**src/rtl/if_fetch_ctrl.sv**
```systemverilog
// ---------------------------------------------------------------------------
// if_fetch_ctrl
//
// Fetch-stage controller. Owns the program counter, issues instruction-memory
// requests over a req/ack handshake and loads the IF/ID pipeline register.
// ID-stage stalls freeze IF/ID (a word that arrives during a stall is parked
// in a one-entry hold buffer). EX-stage redirects flush IF/ID and retarget the
// PC. A redirect that lands while a request is still outstanding sends the
// FSM to KILL, which waits out the old request and throws its data away.
//
// Parameters:
//   RESET_PC  PC value loaded on reset
//   TIMEOUT   cycles of req-without-ack before fetch_err_o sets (1..255)
//
// Ports:
//   clk, rst       clock and synchronous active-high reset
//   stall_i        ID hazard stall, IF/ID holds while high
//   br_taken_i     one-cycle EX redirect pulse
//   br_target_i    redirect address (low two bits ignored)
//   imem_req_o     instruction-memory request
//   imem_addr_o    request address, stable until ack
//   imem_ack_i     memory accepts request, imem_rdata_i valid same cycle
//   imem_rdata_i   instruction word
//   pc_o           next address to fetch
//   ifid_valid_o   IF/ID holds a live instruction
//   ifid_instr_o   IF/ID instruction word
//   ifid_npc_o     IF/ID PC+4 of that instruction
//   fetch_err_o    sticky memory-timeout flag
//   perf_fetch_o   count of valid IF/ID loads
//   perf_bubble_o  count of bubble cycles since leaving IDLE
//
// Build option:
//   IF_PERF_CNT_EN  when defined, the two perf counters are built; otherwise
//                   perf_fetch_o and perf_bubble_o are tied to zero.
// ---------------------------------------------------------------------------
module if_fetch_ctrl #(
  parameter logic [31:0] RESET_PC = 32'h0000_0000,
  parameter int unsigned TIMEOUT  = 255
) (
  input  logic        clk,
  input  logic        rst,
  input  logic        stall_i,
  input  logic        br_taken_i,
  input  logic [31:0] br_target_i,
  output logic        imem_req_o,
  output logic [31:0] imem_addr_o,
  input  logic        imem_ack_i,
  input  logic [31:0] imem_rdata_i,
  output logic [31:0] pc_o,
  output logic        ifid_valid_o,
  output logic [31:0] ifid_instr_o,
  output logic [31:0] ifid_npc_o,
  output logic        fetch_err_o,
  output logic [31:0] perf_fetch_o,
  output logic [31:0] perf_bubble_o
);

  typedef enum logic [1:0] {
    IDLE  = 2'd0,
    FETCH = 2'd1,
    HOLD  = 2'd2,
    KILL  = 2'd3
  } state_e;

  localparam logic [7:0] TMO_MAX = 8'(TIMEOUT);

  state_e      state_q, state_d;
  logic [31:0] pc_q, pc_d;
  logic        req_q, req_d;
  logic [31:0] addr_q, addr_d;
  logic        ifid_valid_q, ifid_valid_d;
  logic [31:0] ifid_instr_q, ifid_instr_d;
  logic [31:0] ifid_npc_q, ifid_npc_d;
  logic [31:0] hold_instr_q, hold_instr_d;
  logic [31:0] hold_npc_q, hold_npc_d;
  logic [7:0]  tmo_q, tmo_d;
  logic        err_q, err_d;

  logic        ack_w;
  logic [31:0] pc_inc_w;
  logic [31:0] br_target_w;

  // An ack only counts while a request is actually on the bus; stray acks in
  // IDLE or HOLD are ignored.
  assign ack_w       = imem_ack_i & req_q;
  assign pc_inc_w    = pc_q + 32'd4;
  assign br_target_w = br_target_i & 32'hFFFF_FFFC;

  // Next-state logic. Redirect is checked first in every state so it always
  // beats a stall.
  always_comb begin
    state_d      = state_q;
    pc_d         = pc_q;
    ifid_valid_d = ifid_valid_q;
    ifid_instr_d = ifid_instr_q;
    ifid_npc_d   = ifid_npc_q;
    hold_instr_d = hold_instr_q;
    hold_npc_d   = hold_npc_q;
    tmo_d        = tmo_q;
    err_d        = err_q;

    case (state_q)
      IDLE: begin
        if (br_taken_i) begin
          pc_d = br_target_w;
        end
        state_d = FETCH;
      end

      FETCH: begin
        if (br_taken_i) begin
          pc_d         = br_target_w;
          ifid_valid_d = 1'b0;
          // Without an ack the old request is still in flight and must be
          // drained before the new address can go out.
          state_d      = ack_w ? FETCH : KILL;
        end else if (ack_w) begin
          pc_d = pc_inc_w;
          if (stall_i) begin
            hold_instr_d = imem_rdata_i;
            hold_npc_d   = pc_inc_w;
            state_d      = HOLD;
          end else begin
            ifid_instr_d = imem_rdata_i;
            ifid_npc_d   = pc_inc_w;
            ifid_valid_d = 1'b1;
          end
        end else if (!stall_i) begin
          ifid_valid_d = 1'b0;
        end
      end

      HOLD: begin
        if (br_taken_i) begin
          pc_d         = br_target_w;
          ifid_valid_d = 1'b0;
          state_d      = FETCH;
        end else if (!stall_i) begin
          ifid_instr_d = hold_instr_q;
          ifid_npc_d   = hold_npc_q;
          ifid_valid_d = 1'b1;
          state_d      = FETCH;
        end
      end

      KILL: begin
        if (br_taken_i) begin
          pc_d = br_target_w;
        end
        ifid_valid_d = 1'b0;
        if (ack_w) begin
          state_d = FETCH;
        end
      end

      default: begin
        state_d = IDLE;
      end
    endcase

    // Timeout counter saturates at TMO_MAX; the flag sets on the same edge
    // the counter reaches it and stays set until reset.
    if (ack_w) begin
      tmo_d = 8'd0;
    end else if (req_q && (tmo_q != TMO_MAX)) begin
      tmo_d = tmo_q + 8'd1;
      if (tmo_d == TMO_MAX) begin
        err_d = 1'b1;
      end
    end
  end

  // The bus outputs are registered. In KILL the address register keeps the
  // in-flight address while pc_q already points at the redirect target; in
  // every other state it simply follows the PC.
  always_comb begin
    req_d  = (state_d == FETCH) || (state_d == KILL);
    addr_d = (state_d == KILL) ? addr_q : pc_d;
  end

  // State and datapath registers.
  always_ff @(posedge clk) begin
    if (rst) begin
      state_q      <= IDLE;
      pc_q         <= RESET_PC;
      req_q        <= 1'b0;
      addr_q       <= RESET_PC;
      ifid_valid_q <= 1'b0;
      ifid_instr_q <= 32'd0;
      ifid_npc_q   <= 32'd0;
      hold_instr_q <= 32'd0;
      hold_npc_q   <= 32'd0;
      tmo_q        <= 8'd0;
      err_q        <= 1'b0;
    end else begin
      state_q      <= state_d;
      pc_q         <= pc_d;
      req_q        <= req_d;
      addr_q       <= addr_d;
      ifid_valid_q <= ifid_valid_d;
      ifid_instr_q <= ifid_instr_d;
      ifid_npc_q   <= ifid_npc_d;
      hold_instr_q <= hold_instr_d;
      hold_npc_q   <= hold_npc_d;
      tmo_q        <= tmo_d;
      err_q        <= err_d;
    end
  end

  assign imem_req_o   = req_q;
  assign imem_addr_o  = addr_q;
  assign pc_o         = pc_q;
  assign ifid_valid_o = ifid_valid_q;
  assign ifid_instr_o = ifid_instr_q;
  assign ifid_npc_o   = ifid_npc_q;
  assign fetch_err_o  = err_q;

`ifdef IF_PERF_CNT_EN
  logic [31:0] perf_fetch_q;
  logic [31:0] perf_bubble_q;
  logic        perf_load_w;
  logic        perf_bubble_w;

  // A valid IF/ID load happens on an unstalled ack in FETCH or when HOLD
  // releases its buffer; a redirect cancels either.
  assign perf_load_w   = !br_taken_i && !stall_i &&
                         (((state_q == FETCH) && ack_w) || (state_q == HOLD));
  assign perf_bubble_w = (state_q != IDLE) && !ifid_valid_q;

  // Free-running wrapping performance counters.
  always_ff @(posedge clk) begin
    if (rst) begin
      perf_fetch_q  <= 32'd0;
      perf_bubble_q <= 32'd0;
    end else begin
      if (perf_load_w) begin
        perf_fetch_q <= perf_fetch_q + 32'd1;
      end
      if (perf_bubble_w) begin
        perf_bubble_q <= perf_bubble_q + 32'd1;
      end
    end
  end

  assign perf_fetch_o  = perf_fetch_q;
  assign perf_bubble_o = perf_bubble_q;
`else
  assign perf_fetch_o  = 32'd0;
  assign perf_bubble_o = 32'd0;
`endif

endmodule
```
**config.mk**
```make
export PLATFORM = sky130hd
export DESIGN_NAME = if_fetch_ctrl
export DESIGN_NICKNAME = d
export VERILOG_FILES = /design/src/rtl/if_fetch_ctrl.sv
export SDC_FILE = /design/constraint.sdc
export NUM_CORES = 1
export LEC_CHECK = 0
export CAP_MARGIN = 0
export CELL_PAD_IN_SITES_DETAIL_PLACEMENT = 2
export CELL_PAD_IN_SITES_GLOBAL_PLACEMENT = 2
export CORE_ASPECT_RATIO = 0.5
export CORE_MARGIN = 1
export CORE_UTILIZATION = 25
export DETAILED_ROUTE_END_ITERATION = 8
export GPL_ROUTABILITY_DRIVEN = 0
export PLACE_DENSITY = 0.77
export SLEW_MARGIN = 20
export SYNTH_ARGS = -nofsm -noshare
export SYNTH_HDL_FRONTEND = slang
export SYNTH_SLANG_ARGS = --single-unit
```
**constraint.sdc**
```tcl
create_clock -name clk -period 1.8 [get_ports clk]
set_input_delay 0.45 -clock clk [delete_from_list [all_inputs] [get_ports clk]]
set_output_delay 0.45 -clock clk [all_outputs]
set_load 0.01 [all_outputs]
```
== Yosys cells after proc, flatten, opt, wreduce, memory -nomap -nowiden ==
Index checks and enable logic that the tools add are counted.
W data, S select, Z words.
Operators by class
  add/sub/neg operators: 2
  multiply operators: 0
  div/mod/pow operators: 0
  order comparisons: 0
  eq/ne operators: 13
  shift operators: 0
  muxes and demuxes: 30
  bitwise operators: 3
  reductions and logical operators: 11
Operator list (count)
  $mux W32: 13
  $pmux W32 S2: 3
  $add A32 B3 Y32 const B: 1
  $mux W2: 7
  $ne A2 B2 Y1 const B: 5
  $add A8 B1 Y8 const B: 1
  $eq A8 B8 Y1 const B: 1
  $ne A8 B8 Y1 const B: 1
  $pmux W2 S4: 1
  $eq A2 B2 Y1 const B: 3
  $reduce_and A6 Y1: 1
  $mux W1: 5
  $eq A2 B1 Y1 const B: 2
  $ne A4 B4 Y1 const B: 1
  $reduce_and A4 Y1: 1
  $pmux W1 S3: 1
  $reduce_and A3 Y1: 1
  $reduce_bool A3 Y1: 1
  $reduce_or A3 Y1: 1
  $logic_not A2 Y1: 1
  $not A1 Y1: 2
  $reduce_and A2 Y1: 1
  $reduce_bool A2 Y1: 1
  $reduce_or A2 Y1: 1
  3 further kinds: 3
Storage, ports and cells
  register bits after elaboration: 205
  latch bits: 0
  memory bits (writable): 0
  memory bits (read-only): 0
  input bits: 69
  output and inout port bits: 195
  memories kept: 0

== Depth between registers and ports, before layout ==
  depth in word-level cells: 6
  depth in mapped cells: 8
  mapped depth without buffers: 6

== Worst setup path before layout ==
OpenSTA, ideal clock, no wires.
  path kind: reg-to-reg
  start: reg pc_q[22], in the netlist pc_o[22]
  end: reg addr_q[29], in the netlist imem_addr_o[29]
  library setup time: 0.132 ns
  arrival time: 1.884 ns
  path slack: -0.216 ns
  cell stages (with the launch flop): 7
  buffers on the path: 1
  period minus slack after synthesis: 2.016 ns
  cells stage by stage: dfxtp_1 -> buf_2 -> nand4_2 -> or4_4 -> o31a_2 -> nor3_1 -> nor3_1
On the way
  word-level cells in the longest chain between the ends: 4
RTL lines
  start: declaration: line 68  | logic [31:0] pc_q, pc_d;
  start signal: assignment: line 197  | pc_q <= pc_d;
  $add A32 B3 Y32: line 86  | assign pc_inc_w = pc_q + 32'd4;
  $mux W32: line 117  | end else if (ack_w) begin
  $mux W32: line 111  | if (br_taken_i) begin
  $pmux W32 S2: line 102  | case (state_q)
  end signal: assignment: line 199  | addr_q <= addr_d;
  end: declaration: line 70  | logic [31:0] addr_q, addr_d;
Every way passes these cells.
A chain may end at the register's enable or synchronous reset.

== Final worst setup path ==
  start: reg pc_q[2], in the netlist pc_o[2]
  end: reg ifid_npc_q[22], in the netlist ifid_npc_o[22]
On the way
  word-level cells in the longest chain between the ends: 5
RTL lines
  $add A32 B3 Y32: line 86
  $mux W32: line 119  | if (stall_i) begin
  $mux W32: line 117
  $mux W32: line 111
  $pmux W32 S2: line 102
  end signal: assignment: line 202  | ifid_npc_q <= ifid_npc_d;
  end: declaration: line 73  | logic [31:0] ifid_npc_q, ifid_npc_d;
Every way passes these cells. The select of a mux whose other input is x is not followed.

==> metrics.md <==
| Metric | Value |
|---|---|
| Status | `complete, but fails checks` |
| Failing checks | `negative setup slack` |
| Fillers | `3936` |
| Setup Viol. Count Final | `214` |
| Internal | `8860 µW` |
| CP Launch Point | `pc_o[2]` |
| First-pass GRT wire length | `approximately 80000 µm` |
| Core Area | `38000 µm²` |
| Num CTS Buffers | `22` |
| Synth area leader | `dfxtp_1` |
| Final Skew | `0.0874 ns` |
| Root Buffer | `clkbuf_16` |
| RSZ-0062 raised after global routing | `true` |
| FF-to-FF path depth | `7` |
| Vias in the first global route | `12354` |
| Placed cell areas | `13300 µm²` |
| Pre-CTS setup slack | `-0.647 ns` |
| Pwr/cell area | `739 nW/µm²` |
| Max Clk Rate | `427 MHz` |
| Final setup TNS | `-44.15 ns` |
| Via count | `12497` |
| Wire per inst | `roughly 32 µm` |
| Initial antenna violation count | `3` |
| Routed WL | `between 70000 and 80000 µm` |
| Initial Util | `25.8%` |
| P_sw | `4250 µW` |
| Initial DRT Pass Iterations | `5` |
| Rel. slew slack | `49.5%` |
| RR Endpoint | `ifid_npc_o[22]` |
| Largest cells by area after synthesis | `dfxtp_1 (42%), nand2_1 (8.0%), nor2_1 (5.6%)` |
| CP Max Fanout | `3` |
| Post-route insts no fill | `2180` |
| Hold Vio Cnt, Final | `0` |
| Power after layout | `13100 µW` |
| Seq/Total Area, Yosys | `41.8%` |
| Reg2reg start | `pc_o[2]` |
| GRT overflow | `0` |
| Post-synth top area share | `41.8%` |
| PortBufs | `197` |
| Largest stage delay on the critical path | `about 0.51 ns` |
| Hold Path Class | `in -> reg` |
| Clk sinks | `204` |
| Data required, critical path | `approximately 2.2 ns` |
| Yosys reg bits | `slightly above 200` |
| Hold path start | `rst` |
| DR iter-0 viols | `between 1000 and 1500` |
| CP Data Arrival Time | `2.78 ns` |
| CTS tree | `built` |
| Crit path max-delay family | `simple AND/OR/NAND/NOR gates` |
| Layout cells sized above 1 | `41.9%` |
| IO Count | `264` |
| Nets@finish | `1714` |
| Worst-path clk slew | `0.09 ns` |
| Clock power frac | `41.4%` |
| Worst Setup End Kind | `flip-flop` |
| Hold path endpoint | `imem_addr_o[10]` |
| Netlist Area Pre-Place | `a little under 10000 µm²` |
| FF-to-FF setup slack | `-0.54 ns` |
| Number of flops mapped to enable cells by yosys | `0` |
| Syn Area/Cell | `7.96 µm²` |
| CP max stage cell | `or4_4` |
| CP Cell Sequence | `ha_4 -> and3_4 -> buf_6 -> and4_4 -> nand4_1 -> or4_4 -> a31oi_1` |
| Critical path type | `reg -> reg` |
| Final Max Tran Viols | `0` |
| Gate power share | `21.1%` |
| Die width | `282 µm` |
| Register area | `4170 µm²` |
| Synth Instances | `roughly 1200` |
| Seq pwr share | `37.5%` |
| Primary FF master, synth | `dfxtp_1` |
| Worst skew pair latency | `just over 0.6 ns` |
| Crit start category | `flip-flop` |
| Layout area overhead | `81.5%` |
| Largest net degree at the start of global routing | `~110` |
| DRC | `0` |
| Hpwl dp | `31000 µm` |
| H-tree depth | `1` |
| Synth async-reset ratio | `0%` |
| Clock Tree Buf Depth | `3` |
| Setup WS post-layout | `-0.542 ns` |
| Fin area | `17800 µm²` |
| Lkg Pwr | `approximately 0.0073 µW` |
| Via density | `roughly 5.7` |
| Max IR drop VDD | `0.000643 V` |
| Hold Buf Count CTS | `0` |
| Die area | `40000 µm²` |
| Critical path buffers and inverters | `1` |
| DRT antenna net count | `0` |
| Tot GR Track Use | `26.4%` |
| Yosys Warn Count | `0` |
| Die height | `142 µm` |
| WHS Path Cells | `2` |
| Max Cap Violations | `0` |
| Footprint of the multi-input gates | `6950 µm²` |
| Cell variety after synth | `73` |
| Final period utilization | `130%` |
| Post-Place Cells | `2005` |
| Fin crit period | `about 2.3 ns` |
| Row count | `50` |
| Sw Share | `roughly 32%` |
| Tightest Pin Transition | `0.758 ns` |
## timing repair
| action | CTS | global route |
|---|---|---|
| setup buffers | 32 | 91 |
| cloned | 4 | 25 |
| pin swaps | 56 | 180 |
| gates resized for setup | 342 | 389 |
| endpoints found under the setup margin | 317 | 204 |
## placed cells by master (no fill, tap or decap), drive strengths merged, types with 37 or more instances in the layout
cell type / synthesis / final
nor3: 45 / 45
conb: 1 / 64
a311oi: 39 / 39
nor2: 145 / 145
clkdlybuf4s50: 0 / 63
a211oi: 37 / 37
buf: 106 / 293
nand2: 209 / 209
dfxtp: 204 / 204
dlygate4sd2: 0 / 107
a21oi: 88 / 88
clkbuf: 61 / 60
## layer usage
layer	part of all wire, %	track usage [%]	wire [µm]
met1	39	29.0	27500
met4	6.7	14.9	4740
met5	0.018	0	13
met2	47	47.9	33400
met3	7.3	4.97	5170
## power by group through the flow
stage / Sequential [µW] / Combinational (µW) / Clock, µW
floorplan: 5010 / 867 / 0
global placement: 4950 / 1790 / 0
finish: 4920 / 2770 / 5420
CTS: 4870 / 2020 / 5170
global route: 4920 / 2820 / 5610
detailed placement: 4970 / 1870 / 0
## through the flow
stage / utilization [%] / hold slack (ns)
3_5_place_dp: 35.0 / 0.451
3_3_place_gp: 35.0 / 0.440
4_1_cts: 39.6 / 0.195
5_1_grt: 46.7 / 0.193
2_1_floorplan: - / 0.431
6_report: 46.7 / 0.216
## flip-flops by register name, indices dropped and copies added (netlist names)
name and count:
ifid_instr_o 32, fetch_err_o 1, imem_req_o 1, imem_addr_o 32, tmo_q 8, ifid_valid_o 1
state_q 1, hold_instr_q 32, pc_o 32, ifid_npc_o 32, hold_npc_q 32
## final cells by class
type                       count  area share (%)
multi-input combinational    906            39.2
timing repair buffer         497            29.0
sequential                   204            23.5
clock buffer                  34            3.99
tap                          520            3.67
clock inverter                 6           0.465
inverter                      11           0.233
antenna                        2          0.0282
## logic make-up after synthesis
kind of cell	after synthesis	synth area share, %
AO/OA/AOI/OAI	273	19.1
buffers and inverters	181	10.6
XOR/XNOR	36	3.22
adder cells (fa/ha/maj)	3	0.384
other	1	0.0383
flip-flops	204	41.8
AND/OR/NAND/NOR	529	24.8
multiplexers	1	0.102
## worst max path at each step
stage	end	cells after the start
final	ifid_npc_o[22]	7
after detailed placement	ifid_instr_o[24]	8
after floorplan	ifid_npc_o[30]	6
after global placement	ifid_npc_o[6]	8
after global routing	ifid_npc_o[22]	7
after CTS	ifid_npc_o[22]	7
## cells in the mapped netlist (all sizes together) (6+ instances only)
master,instances
o2bb2ai,7
a311oi,39
buf,106
nand4,28
a21oi,88
xor2,16
or3,6
o211ai,10
nor4,10
nand2b,12
nor3,45
clkbuf,61
nor2,145
nand3,28
nand2,209
o21ai,27
and3,15
xnor2,20
inv,10
dfxtp,204
a211oi,37
and4,8
a31oi,14
o221ai,8
o41ai,8
(Power assumes the default switching activity.)
